**src/rtl/spi_byte_sequencer.sv**
```systemverilog
// Command sequencer in front of a byte-level SPI master: issues tx bytes one at a time and
// collects rx bytes into a first-word-fall-through FIFO. Optional watchdog: SPI_SEQ_TIMEOUT_EN.
module spi_byte_sequencer #(
  parameter int SLAVE_COUNT    = 1,
  parameter int SEL_W          = 1,
  parameter int LEN_W          = 8,
  parameter int FIFO_DEPTH     = 4,
  parameter int TIMEOUT_CYCLES = 1024
) (
  input  logic                   clk,
  input  logic                   reset,
  input  logic                   cmd_valid,
  output logic                   cmd_ready,
  input  logic [SEL_W-1:0]       cmd_slave,
  input  logic [LEN_W-1:0]       cmd_len,
  input  logic [7:0]             tx_data,
  input  logic                   tx_valid,
  output logic                   tx_ready,
  output logic [7:0]             rx_data,
  output logic                   rx_valid,
  input  logic                   rx_ready,
  output logic                   busy,
  output logic                   done,
  output logic                   err,
  input  logic                   m_spi_ready,
  output logic [7:0]             m_tx_byte,
  output logic                   m_tx_byte_valid,
  output logic [SLAVE_COUNT-1:0] m_ss_in,
  input  logic [7:0]             m_rx_byte,
  input  logic                   m_rx_byte_valid,
  output logic [1:0]             dbg_state
);

  // Handshakes (cmd, tx, rx): a transfer happens on a rising edge where valid and ready are
  // both high; valid never depends on ready, and ready may depend only on local state.
  typedef enum logic [1:0] {IDLE = 2'd0, FETCH = 2'd1, ISSUE = 2'd2, WAIT_RX = 2'd3} state_t;

  localparam int PTR_W = (FIFO_DEPTH > 1) ? $clog2(FIFO_DEPTH) : 1;
  localparam logic [PTR_W:0] FIFO_FULL   = (PTR_W+1)'(FIFO_DEPTH);
  localparam logic [SEL_W:0] SLAVE_LIMIT = (SEL_W+1)'(SLAVE_COUNT);

  state_t           state_q, state_d;
  logic [LEN_W-1:0] remaining_q;
  logic [7:0]       byte_q;
  logic [SEL_W-1:0] slave_q;
  logic [7:0]       mem [FIFO_DEPTH];
  logic [PTR_W-1:0] wr_ptr_q, rd_ptr_q;
  logic [PTR_W:0]   count_q;
  logic             done_q, err_q;
  logic             load_cmd, load_byte, push, pop, done_d, err_d;

`ifdef SPI_SEQ_TIMEOUT_EN
  localparam int TO_W = $clog2(TIMEOUT_CYCLES);
  localparam logic [TO_W-1:0] TO_LAST = TO_W'(TIMEOUT_CYCLES - 1);
  logic [TO_W-1:0] to_cnt_q;
  logic            timeout;

  // Counter is zero on the first WAIT_RX cycle because it clears in every other state.
  always_ff @(posedge clk or negedge reset) begin
    if (!reset)                  to_cnt_q <= '0;
    else if (state_q != WAIT_RX) to_cnt_q <= '0;
    else                         to_cnt_q <= to_cnt_q + TO_W'(1);
  end
  assign timeout = (to_cnt_q == TO_LAST);
`endif

  assign cmd_ready       = (state_q == IDLE);
  assign busy            = (state_q != IDLE);
  assign tx_ready        = (state_q == FETCH) && (count_q < FIFO_FULL);
  assign m_tx_byte_valid = (state_q == ISSUE) && m_spi_ready;
  assign m_tx_byte       = byte_q;
  assign rx_valid        = (count_q != '0);
  assign rx_data         = rx_valid ? mem[rd_ptr_q] : 8'h00;
  assign pop             = rx_valid && rx_ready;
  assign done            = done_q;
  assign err             = err_q;
  assign dbg_state       = state_q;

  always_comb begin
    m_ss_in = '1;
    if (state_q != IDLE) begin
      for (int i = 0; i < SLAVE_COUNT; i++) begin
        if (slave_q == SEL_W'(i)) m_ss_in[i] = 1'b0;
      end
    end
  end

  always_comb begin
    state_d   = state_q;
    load_cmd  = 1'b0;
    load_byte = 1'b0;
    push      = 1'b0;
    done_d    = 1'b0;
    err_d     = 1'b0;
    case (state_q)
      IDLE: begin
        if (cmd_valid) begin
          if ({1'b0, cmd_slave} >= SLAVE_LIMIT) err_d = 1'b1;
          else if (cmd_len == '0)              done_d = 1'b1;
          else begin
            load_cmd = 1'b1;
            state_d  = FETCH;
          end
        end
      end
      FETCH: begin
        if (tx_valid && tx_ready) begin
          load_byte = 1'b1;
          state_d   = ISSUE;
        end
      end
      ISSUE: begin
        if (m_spi_ready) state_d = WAIT_RX;
      end
      WAIT_RX: begin
        if (m_rx_byte_valid) begin
          push = 1'b1;
          if (remaining_q == LEN_W'(1)) begin
            done_d  = 1'b1;
            state_d = IDLE;
          end else begin
            state_d = FETCH;
          end
        end
`ifdef SPI_SEQ_TIMEOUT_EN
        else if (timeout) begin
          err_d   = 1'b1;
          state_d = IDLE;
        end
`endif
      end
      default: state_d = IDLE;
    endcase
  end

  always_ff @(posedge clk or negedge reset) begin
    if (!reset) begin
      state_q     <= IDLE;
      remaining_q <= '0;
      byte_q      <= 8'h00;
      slave_q     <= '0;
      done_q      <= 1'b0;
      err_q       <= 1'b0;
    end else begin
      state_q <= state_d;
      done_q  <= done_d;
      err_q   <= err_d;
      if (load_cmd) begin
        slave_q     <= cmd_slave;
        remaining_q <= cmd_len;
      end else if (push) begin
        remaining_q <= remaining_q - LEN_W'(1);
      end
      if (load_byte) byte_q <= tx_data;
    end
  end

  // FIFO cannot overflow: a slot is reserved by tx_ready before the byte goes out.
  always_ff @(posedge clk or negedge reset) begin
    if (!reset) begin
      wr_ptr_q <= '0;
      rd_ptr_q <= '0;
      count_q  <= '0;
    end else begin
      if (push) wr_ptr_q <= wr_ptr_q + PTR_W'(1);
      if (pop)  rd_ptr_q <= rd_ptr_q + PTR_W'(1);
      if (push && !pop)      count_q <= count_q + (PTR_W+1)'(1);
      else if (pop && !push) count_q <= count_q - (PTR_W+1)'(1);
    end
  end

  always_ff @(posedge clk) begin
    if (push) mem[wr_ptr_q] <= m_rx_byte;
  end

endmodule
```
**config.mk**
```make
export PLATFORM = sky130hd
export DESIGN_NAME = spi_byte_sequencer
export DESIGN_NICKNAME = d
export VERILOG_FILES = /design/src/rtl/spi_byte_sequencer.sv
export SDC_FILE = /design/constraint.sdc
export NUM_CORES = 1
export LEC_CHECK = 0
export BUFFER_PORTS_ARGS = -buffer_cell sky130_fd_sc_hd__buf_2
export CAP_MARGIN = 25
export CORE_MARGIN = 4
export CORE_UTILIZATION = 56
export CTS_BUF_LIST = sky130_fd_sc_hd__clkbuf_8
export DETAILED_ROUTE_END_ITERATION = 16
export PLACE_DENSITY = 0.82
export SETUP_SLACK_MARGIN = 0.1
export SKIP_CTS_REPAIR_TIMING = 1
export SYNTH_ARGS = -nofsm -noshare
export SYNTH_HDL_FRONTEND = slang
export SYNTH_SLANG_ARGS = --single-unit
```
**constraint.sdc**
```tcl
create_clock -name clk -period 2.5 [get_ports clk]
set_input_delay 0.25 -clock clk [delete_from_list [all_inputs] [get_ports clk]]
set_output_delay 0.25 -clock clk [all_outputs]
set_load 0.005 [all_outputs]
```
==> results.sh <==
export IMPL_outcome="finished, final reports clean"
export IMPL_io_buffers=57
export IMPL_rsz0062_at_grt="no"
export IMPL_critPathBufInv=2
export IMPL_ys_types=37
export IMPL_fin_nets=301
export IMPL_syn_area_per_cell_um2=14.3
export IMPL_start_kind="flip-flop"
export IMPL_cp_required_ns=2.75
export IMPL_synth_seq_cells=60
export IMPL_setup_violations=0
export IMPL_antenna_found_initial=0
export IMPL_syn_area_mm2=0.00270
export IMPL_place_gp_congestion=0.747
export IMPL_fin_skew_ns=0.00824
export IMPL_drtPass1Iterations=6
export IMPL_cts_sinks=60
export IMPL_crit_path_end_kind="flip-flop"
export IMPL_fin_crit_ns=2.23
export IMPL_syn2layout_area_growth_pct=20.5
export IMPL_grt_ovfl_total=0
export IMPL_die_x_um=77.5
export IMPL_ant_nets=0
export IMPL_cts_path_max_buffers=2
export IMPL_die_h_um=77.5
export IMPL_powerDensity_mw_per_mm2=1130
export IMPL_slew_headroom_pct=59.3
export IMPL_cts_tree="yes"
export IMPL_slowest_delay_ns=0.44
export IMPL_dpl_hpwl_um=3450
export IMPL_via_count=1680
export IMPL_drc_errors=0
export IMPL_rr_worst_depth=9
export IMPL_wirelength_um=4790
export IMPL_final_hold_viol_count=0
export IMPL_cp_num_cells=9
export IMPL_leakage_nw=1.40
export IMPL_slowest_stage="dfrtp_1"
export IMPL_path_cells="ha_2, nand2_1, inv_2, ha_1, inv_1, fa_1, xor2_1, nor2_1, xor2_1"
export IMPL_clk_insertion_delay_late_ns=0.33
export IMPL_cap_violations=0
export IMPL_cp_max_fo=10
export IMPL_htree_levels=3
export IMPL_ys_flop_type="edfxtp_1"
export IMPL_finalSetupTns_ns=0
export IMPL_rows=25
export IMPL_critPathMostFrequentCell="xor2_1"
export IMPL_drt_initial_drc_count=94
export IMPL_grt_max_degree=29
export IMPL_yosysSeqAreaShare_pct=61.5
export IMPL_slew_violations=0
export IMPL_async_reset_ff_share_pct=46.7
export IMPL_r2r_setup_slack_ns=0.27
export IMPL_synth_net_count=233
export IMPL_timing_final_crit_share_pct=89.4
export IMPL_drive_gt1_share_pct=39.3
export IMPL_grt_pass1_vias=1721
export IMPL_netlist_instances=189
export IMPL_wl_per_cell_um=15.1
export IMPL_vdd_drop_max_mv=0.533
export IMPL_numCtsBuffers=9
export IMPL_grt_pass1_wl_um=8030
export IMPL_holdWs_ns=0.141
export IMPL_initial_utilization_pct=57.6
export IMPL_core_area_mm2=0.00469
export IMPL_criticalPathCategory="flip-flop to flip-flop"
export IMPL_clk_pin_slew_ns=0.07
export IMPL_die_area_mm2=0.00600
export IMPL_worstMarginPinSlew_ns=0.611
export IMPL_track_usage_pct=17.7
export IMPL_crit_family="adder cells"
export IMPL_root_buffer="clkbuf_8"
export IMPL_io_pin_count=58
export IMPL_diodes=0
export IMPL_fmax_mhz=448
export IMPL_hold_class="input pin to flip-flop"
export IMPL_min_delay_path_depth=1
export IMPL_fin_util_pct=69.4
export IMPL_layout_cells_most_common="buf_2"
export IMPL_ys_warn_count=0
export IMPL_layout_common_cells="buf_2, edfxtp_1, dfrtp_1"
export IMPL_via_per_inst=5.32
export IMPL_critPathArrivalTime_ns=2.49
export IMPL_synth_edf_count=32
export IMPL_fillers=321
[cells in the mapped netlist (2+ instances only)]
library cell | count | area (um^2)
edfxtp_1 | 32 | 961
dfrtp_1 | 28 | 701
nand2_1 | 17 | 63.8
ha_1 | 11 | 138
and2_1 | 9 | 56.3
inv_1 | 9 | 33.8
mux2_2 | 9 | 101
mux4_2 | 8 | 180
o21ai_1 | 8 | 40.0
xnor2_1 | 7 | 61.3
nor2_1 | 6 | 22.5
xor2_1 | 6 | 52.6
and3_2 | 5 | 37.5
nand3_1 | 3 | 15.0
a21oi_1 | 2 | 10.0
and3_1 | 2 | 12.5
clkbuf_1 | 2 | 7.51
inv_2 | 2 | 7.51
nand2b_1 | 2 | 12.5
nor2b_1 | 2 | 12.5
nor3_1 | 2 | 10.0
nor4_2 | 2 | 25.0
[path summary, 6_finish.rpt]
kind                         startpoint              to
min                        m_rx_byte[6]       mem[2][6]
max                        dbg_state[1]      count_q[2]
max in group asynchronous         reset  remaining_q[0]
max reg2reg                dbg_state[1]      count_q[2]
min reg2reg                     slave_q         slave_q
min in group asynchronous         reset     wr_ptr_q[0]
[layer usage]
metal	GRT usage (%)	share of wire, %	vias up
met1	21.7	43	816
met4	8.36	1.9	0
met3	5.68	3.9	9
met5	0	0	-
li1	-	-	820
met2	28.5	51	35
[where the power goes]
group,switching (mW),internal (mW)
clock network,0.342,0.470
logic,0.603,0.729
registers,0.218,1.31
total,1.16,2.51
[stage by stage]
step	total power, mW	std cells	cell area (um^2)	worst slack, ns
after detailed placement	2.87	299	3060	0.254
after CTS	3.70	315	3250	0.225
after global placement	2.83	299	3060	0.372
final	3.67	316	3260	0.266
after floorplan	2.41	189	2700	0.492
after global routing	3.95	316	3260	0.119
[final cells by class]
class | instances | area, um^2 | share of cell area [%]
multi-input combinational | 114 | 983 | 30.2
timing repair buffer | 61 | 318 | 9.75
clock buffer | 10 | 138 | 4.22
inverter | 11 | 41.3 | 1.27
sequential | 60 | 1660 | 51.0
clock inverter | 6 | 48.8 | 1.50
tap | 54 | 67.6 | 2.07
[cell families after synthesis]
| logic type | count (synthesis) | share of synthesized area (%) |
|---|---|---|
| muxes | 18 | 11.0 |
| AOI/OAI and AO/OA | 16 | 4.12 |
| DFF | 60 | 61.5 |
| xor gates and xnor gates | 13 | 4.21 |
| and+or+nand+nor | 55 | 11.2 |
| adders and majority gates | 12 | 5.83 |
| buffers and inverters | 15 | 2.27 |
[registers in the layout, summed over array words and instances, names as in the netlist]
name         flops
count_q          3
dbg_state        2
done             1
err              1
m_tx_byte        8
mem             32
rd_ptr_q         2
remaining_q      8
slave_q          1
wr_ptr_q         2
Power figures use the tool's default switching activity.
